File: config.mk
export PLATFORM = sky130hd
export DESIGN_NAME = stage_sequencer
export DESIGN_NICKNAME = d
export VERILOG_FILES = /design/src/rtl/stage_sequencer_pkg.sv /design/src/rtl/stage_sequencer_footprint_decode.sv /design/src/rtl/stage_sequencer.sv
export SDC_FILE = /design/constraint.sdc
export NUM_CORES = 1
export LEC_CHECK = 0
export ABC_AREA = 1
export CAP_MARGIN = 25
export CELL_PAD_IN_SITES_DETAIL_PLACEMENT = 0
export CELL_PAD_IN_SITES_GLOBAL_PLACEMENT = 1
export CORE_ASPECT_RATIO = 0.9
export CORE_MARGIN = 1
export CORE_UTILIZATION = 38
export DETAILED_ROUTE_END_ITERATION = 8
export GPL_ROUTABILITY_DRIVEN = 0
export PLACE_DENSITY_LB_ADDON = 0.1
export SLEW_MARGIN = 40
export SYNTH_ARGS = -nofsm -noshare
export SYNTH_HDL_FRONTEND = slang
export SYNTH_HIERARCHICAL = 1
export SYNTH_SLANG_ARGS = --single-unit
File: constraint.sdc
create_clock -name clk -period 4.03 [get_ports clk]
set_clock_uncertainty 0.1 [all_clocks]
set_input_delay 0.806 -clock clk [delete_from_list [all_inputs] [get_ports clk]]
set_output_delay 0.806 -clock clk [all_outputs]
set_load 0.01 [all_outputs]
File: src/rtl/stage_sequencer_pkg.sv
// Shared constants for the multicycle stage sequencer: MIPS32 opcode/funct
// values, FSM states and the latched stage footprint.
package stage_sequencer_pkg;

    localparam int unsigned OP_WIDTH = 6;

    localparam logic [OP_WIDTH-1:0] R_TYPE    = 6'h00;
    localparam logic [OP_WIDTH-1:0] BGEZ_BLTZ = 6'h01;
    localparam logic [OP_WIDTH-1:0] J         = 6'h02;
    localparam logic [OP_WIDTH-1:0] JAL       = 6'h03;
    localparam logic [OP_WIDTH-1:0] BEQ       = 6'h04;
    localparam logic [OP_WIDTH-1:0] BNE       = 6'h05;
    localparam logic [OP_WIDTH-1:0] BLEZ      = 6'h06;
    localparam logic [OP_WIDTH-1:0] BGTZ      = 6'h07;
    localparam logic [OP_WIDTH-1:0] ADDI      = 6'h08;
    localparam logic [OP_WIDTH-1:0] ADDIU     = 6'h09;
    localparam logic [OP_WIDTH-1:0] SLTI      = 6'h0A;
    localparam logic [OP_WIDTH-1:0] SLTIU     = 6'h0B;
    localparam logic [OP_WIDTH-1:0] ANDI      = 6'h0C;
    localparam logic [OP_WIDTH-1:0] ORI       = 6'h0D;
    localparam logic [OP_WIDTH-1:0] XORI      = 6'h0E;
    localparam logic [OP_WIDTH-1:0] LUI       = 6'h0F;
    localparam logic [OP_WIDTH-1:0] LB        = 6'h20;
    localparam logic [OP_WIDTH-1:0] LH        = 6'h21;
    localparam logic [OP_WIDTH-1:0] LW        = 6'h23;
    localparam logic [OP_WIDTH-1:0] LBU       = 6'h24;
    localparam logic [OP_WIDTH-1:0] LHU       = 6'h25;
    localparam logic [OP_WIDTH-1:0] SB        = 6'h28;
    localparam logic [OP_WIDTH-1:0] SH        = 6'h29;
    localparam logic [OP_WIDTH-1:0] SW        = 6'h2B;

    localparam logic [5:0] JR = 6'h08;

    typedef enum logic [2:0] {
        S_IF,
        S_ID,
        S_EX,
        S_MEM,
        S_WB,
        S_HALT
    } state_e;

    // Field order fixes the footprint bit positions: ex=3, mem=2, wb=1, illegal=0.
    typedef struct packed {
        logic ex;
        logic mem;
        logic wb;
        logic illegal;
    } footprint_t;

    function automatic state_e after_stage(footprint_t fp, state_e cur);
        state_e nxt;
        nxt = S_IF;
        case (cur)
            S_ID:    nxt = fp.ex ? S_EX : (fp.mem ? S_MEM : (fp.wb ? S_WB : S_IF));
            S_EX:    nxt = fp.mem ? S_MEM : (fp.wb ? S_WB : S_IF);
            S_MEM:   nxt = fp.wb ? S_WB : S_IF;
            default: nxt = S_IF;
        endcase
        return nxt;
    endfunction

endpackage

File: src/rtl/stage_sequencer_footprint_decode.sv
// Combinational opcode/funct to stage footprint decode; unknown opcodes map
// to an empty footprint flagged illegal.
module footprint_decode
    import stage_sequencer_pkg::*;
(
    input  logic [OP_WIDTH-1:0] op_code_i,
    input  logic [5:0]          funct_i,
    output footprint_t          fp_o
);

    always_comb begin
        fp_o = '0;
        case (op_code_i)
            R_TYPE: begin
                fp_o.ex = 1'b1;
                fp_o.wb = (funct_i != JR);
            end
            ADDI, ADDIU, SLTI, SLTIU, ANDI, ORI, XORI, LUI, JAL: begin
                fp_o.ex = 1'b1;
                fp_o.wb = 1'b1;
            end
            LB, LBU, LH, LHU, LW: begin
                fp_o.ex  = 1'b1;
                fp_o.mem = 1'b1;
                fp_o.wb  = 1'b1;
            end
            SB, SH, SW: begin
                fp_o.ex  = 1'b1;
                fp_o.mem = 1'b1;
            end
            BEQ, BNE, BLEZ, BGTZ, BGEZ_BLTZ, J: begin
                fp_o.ex = 1'b1;
            end
            default: fp_o.illegal = 1'b1;
        endcase
    end

endmodule

File: src/rtl/stage_sequencer.sv
// Multicycle IF/ID/EX/MEM/WB control sequencer with one commit strobe per
// executed stage and a retired-instruction counter.
module stage_sequencer
    import stage_sequencer_pkg::*;
#(
    parameter int unsigned CNT_W = 32
) (
    input  logic                clk,
    input  logic                rst,
    input  logic [OP_WIDTH-1:0] op_code,
    input  logic [5:0]          funct,
    input  logic                mem_ready,
    input  logic                halt,
    output logic                if_en,
    output logic                id_en,
    output logic                ex_en,
    output logic                mem_en,
    output logic                wb_en,
    output logic                mem_req,
    output logic                instr_done,
    output logic                illegal_op,
    output logic                halted,
    output logic [CNT_W-1:0]    retired
);

    state_e           state_q, state_d;
    footprint_t       fp_q, fp_d, fp_dec;
    logic [CNT_W-1:0] retired_q, retired_d;

    footprint_decode u_decode (
        .op_code_i (op_code),
        .funct_i   (funct),
        .fp_o      (fp_dec)
    );

    always_ff @(posedge clk or negedge rst) begin
        if (!rst) begin
            state_q   <= S_IF;
            fp_q      <= '0;
            retired_q <= '0;
        end else begin
            state_q   <= state_d;
            fp_q      <= fp_d;
            retired_q <= retired_d;
        end
    end

    always_comb begin
        state_d    = state_q;
        fp_d       = fp_q;
        if_en      = 1'b0;
        id_en      = 1'b0;
        ex_en      = 1'b0;
        mem_en     = 1'b0;
        wb_en      = 1'b0;
        mem_req    = 1'b0;
        instr_done = 1'b0;
        illegal_op = 1'b0;
        halted     = 1'b0;
        unique case (state_q)
            S_IF: begin
                if (halt) begin
                    state_d = S_HALT;
                end else begin
                    // IF outputs are gated by rst so they drop while reset is held.
                    mem_req = rst;
                    if (mem_ready) begin
                        if_en   = rst;
                        fp_d    = fp_dec;
                        state_d = S_ID;
                    end
                end
            end
            S_ID: begin
                id_en      = 1'b1;
                illegal_op = fp_q.illegal;
                state_d    = after_stage(fp_q, S_ID);
                instr_done = (state_d == S_IF);
            end
            S_EX: begin
                ex_en      = 1'b1;
                state_d    = after_stage(fp_q, S_EX);
                instr_done = (state_d == S_IF);
            end
            S_MEM: begin
                mem_req = 1'b1;
                if (mem_ready) begin
                    mem_en     = 1'b1;
                    state_d    = after_stage(fp_q, S_MEM);
                    instr_done = (state_d == S_IF);
                end
            end
            S_WB: begin
                wb_en      = 1'b1;
                instr_done = 1'b1;
                state_d    = S_IF;
            end
            S_HALT: begin
                halted = 1'b1;
                if (!halt) state_d = S_IF;
            end
            default: state_d = S_IF;
        endcase
        retired_d = retired_q + CNT_W'(instr_done);
    end

    assign retired = retired_q;

endmodule

==> results.md <==
- Synth unique cells: 26
- Final setup viols: 0
- DR vias/cell: 4.58
- Worst Setup SP: halt
- LEAKAGE: 1.52 nW
- Post-synth top area cell: dfrtp_1
- Maximum clock path buffer count: 2
- Commonest cells post-synth: 127 x nand2_1, 58 x nor2_1, 39 x dfrtp_1
- RSZ-0062 raised after global routing: no
- DIE WIDTH: 87.4 um
- Path category of the worst min-delay check: reg -> reg
- Post-route setup TNS: 0 ns
- Worst-Skew Late Latency: 0.30 ns
- R2R Path Start: state_q[1]
- Maxcap violations: 0
- Max Freq: 310 MHz
- Syn Inst Count: 357
- PortBufs: 56
- Yosys reg bits: 39
- Pwr dens: 398 nW/um^2
- Data required, critical path: 3.12 ns
- CTS sink cnt: 39
- Crit Path Class: in -> out
- Post-Syn Area: 2500 sq um
- H-tree depth: 2
- Synthesized Nets: 375
- Root Buffer: clkbuf_8
- Hold Path Stages: 2
- Nets: 437
- HPWL Detailed: 4.67 mm
- Post-CTS sizing: 0
- Top Family by Delay on Critical Path: buffers and inverters
- Cells after DPL: 499
- Hold_buf cts: 0
- Post-synth EDFFs: 0
- Slew Viols, Final: 0
- Post-CTS Setup Bufs: 0
- First-pass GRT wire length: 9.83 mm
- RR Endpoint: retired[26]
- Initial Utilization: 40.2%
- Status: finished clean
- Register clock-pin slew on the reported worst setup and hold paths: 0.08 ns
- Fillers: 640
- Initial antenna violation count: 0
- Post-Route WL: 5.84 mm
- Crit share post-route: 80.1%
- Core area: 6220 sq um
- TritonCTS Buffers: 5
- Largest net degree at the start of global routing: 40
- Post-route ant nets: 0
- Crit. path cell count: 5
- Syn-to-layout area delta: 30.8%
- GRT overflow: 0
- Ys Warns: 6
- Vias: 2324
- Die footprint: 6900 sq um
- Post-synth top flop: dfrtp_1
- CP cell instances: clkdlybuf4s50_1, nor2_4, nand2_1, nor2_1, clkdlybuf4s50_1
- Period minus WS final: 3.23 ns
- R2R setup slack: 1.50 ns
- Top post-synthesis cells by area: dfrtp_1 39%, nand2_1 19%, nor2_1 8.7%, inv_1 5.7%, nand3_1 5.2%
- Routed WL per cell: 11.5 um
- Worst vdd ir: 0.129 mV
- Slowest CP cell: clkdlybuf4s50_1
- Ports: 57
- Worst Path Buf+Inv: 2
- Critical Path Sink Type: primary output
- Syn_area_per_cell: 6.99 sq um
- Site row count: 27
- Hold Vio Cnt, Final: 0
- Antenna diodes: 0
- Top-count cell post-synth: nand2_1
- Reg2Reg Depth: 14
- Die height: 78.9 um
- WP data arrival: 2.32 ns
- Synth top area share: 39.1%
- Max transition margin: 66.9%
- CP Capture Point: if_en
- Drc violations: 0
- CP dominant cell by count: clkdlybuf4s50_1
- DRT Pass-1 Iters: 4
- Async S/R FF share, synth: 100%
- Initial drt markers: 72
- Startpoint types: input port
- Crit Path Max Fanout: 6
- Max stage delay on crit path: 0.54 ns
- Worst-Margin Slew: 0.496 ns
- Vias in the first global route: 2066
- Total track usage: 18.3%
- Share of cells above drive strength 1: 8.10%
- CTS tree: built
- Final cell count without fillers: 507
- Post-synthesis sequential area ratio: 39.1%
==> power by group <==
part / total, mW / internal [mW] / switching, mW / leakage (nW)
sequential: 0.526 / 0.454 / 0.0721 / 0.527
combinational: 0.446 / 0.208 / 0.238 / 0.939
clock: 0.329 / 0.184 / 0.144 / 0.0581
==> per-stage QoR <==
step	cell area [sq um]	util (%)	worst slack (ns)	hold slack [ns]	power (mW)
after CTS	3260	52.5	0.798	0.396	1.31
after detailed placement	3150	50.7	0.800	0.374	0.982
after floorplan	2500	-	1.64	0.334	0.777
after global routing	3260	52.5	0.708	0.437	1.39
after global placement	3150	50.7	0.842	0.380	0.980
final	3260	52.5	0.803	0.389	1.30
==> sequential cells by signal, indices dropped and copies added, names as in the netlist <==
register and cells:
retired 32, fp_q 4, state_q 3
==> worst register-to-register path, cell delays in order, from the launching register on <==
cell     delay [ns]
dfrtp_1        0.44
inv_1          0.13
nand2_1        0.09
nor2_1         0.26
nand4_1        0.13
nand3_1        0.15
ha_1           0.18
ha_1           0.20
nand2_1        0.08
nor2_2         0.17
nand2_2        0.14
nor2_1         0.17
nand2_1        0.08
nand2_1        0.06
nand2_1        0.04
==> logic make-up after synthesis <==
group           count (synthesis)  share of synthesized area, %
simple gates                  252                          46.2
buf+inv                        42                          6.67
flops                          39                          39.1
xor+xnor                       15                          5.56
compound gates                  7                          1.45
fa+ha+maj                       2                          1.00
==> final cells by class <==
cell class / count / area, sq um / area share (%)
Timing Repair Buffer: 57 / 563 / 17.2
Tap cell: 87 / 109 / 3.33
Sequential cell: 39 / 976 / 29.9
Multi-Input combinational cell: 276 / 1350 / 41.5
Clock inverter: 3 / 43.8 / 1.34
Clock buffer: 5 / 68.8 / 2.11
Inverter: 40 / 150 / 4.60
==> per-layer routing <==
layer	GRT usage, %	up-vias	routed length (um)	share of wire (%)
met5	0	-	0	0
met4	5.41	0	78	1.3
met3	3.85	8	257	4.4
met2	25.3	48	2350	40
met1	28.0	1038	3150	54
li1	-	1230	-	-
==> worst min-delay path by stage <==
stage | from | endpoint | slack, ns
after floorplan | fp_q[0] | fp_q[0] | 0.33
after global placement | retired[31] | retired[31] | 0.38
after detailed placement | fp_q[0] | fp_q[0] | 0.37
after CTS | fp_q[0] | fp_q[0] | 0.40
after global routing | fp_q[0] | fp_q[0] | 0.44
final | fp_q[0] | fp_q[0] | 0.39
==> placed cells by master (no fill, tap or decap), types with 2 or more instances in the layout <==
cell type | Yosys | layout
inv_2 | 2 | 2
ha_1 | 2 | 2
nand3b_1 | 8 | 8
nor2_1 | 58 | 58
clkdlybuf4s50_1 | 0 | 55
inv_1 | 38 | 38
dfrtp_1 | 39 | 39
o21ai_0 | 5 | 5
clkbuf_8 | 0 | 5
xnor2_1 | 7 | 7
nand2_2 | 4 | 4
nor2_2 | 6 | 6
nor2_8 | 2 | 2
nand4_1 | 7 | 7
nor3_1 | 4 | 4
xor2_1 | 7 | 7
nand2_1 | 127 | 127
nor2_4 | 5 | 5
nand3_1 | 26 | 26
nand2_4 | 2 | 2
(Power assumes the default switching activity.)
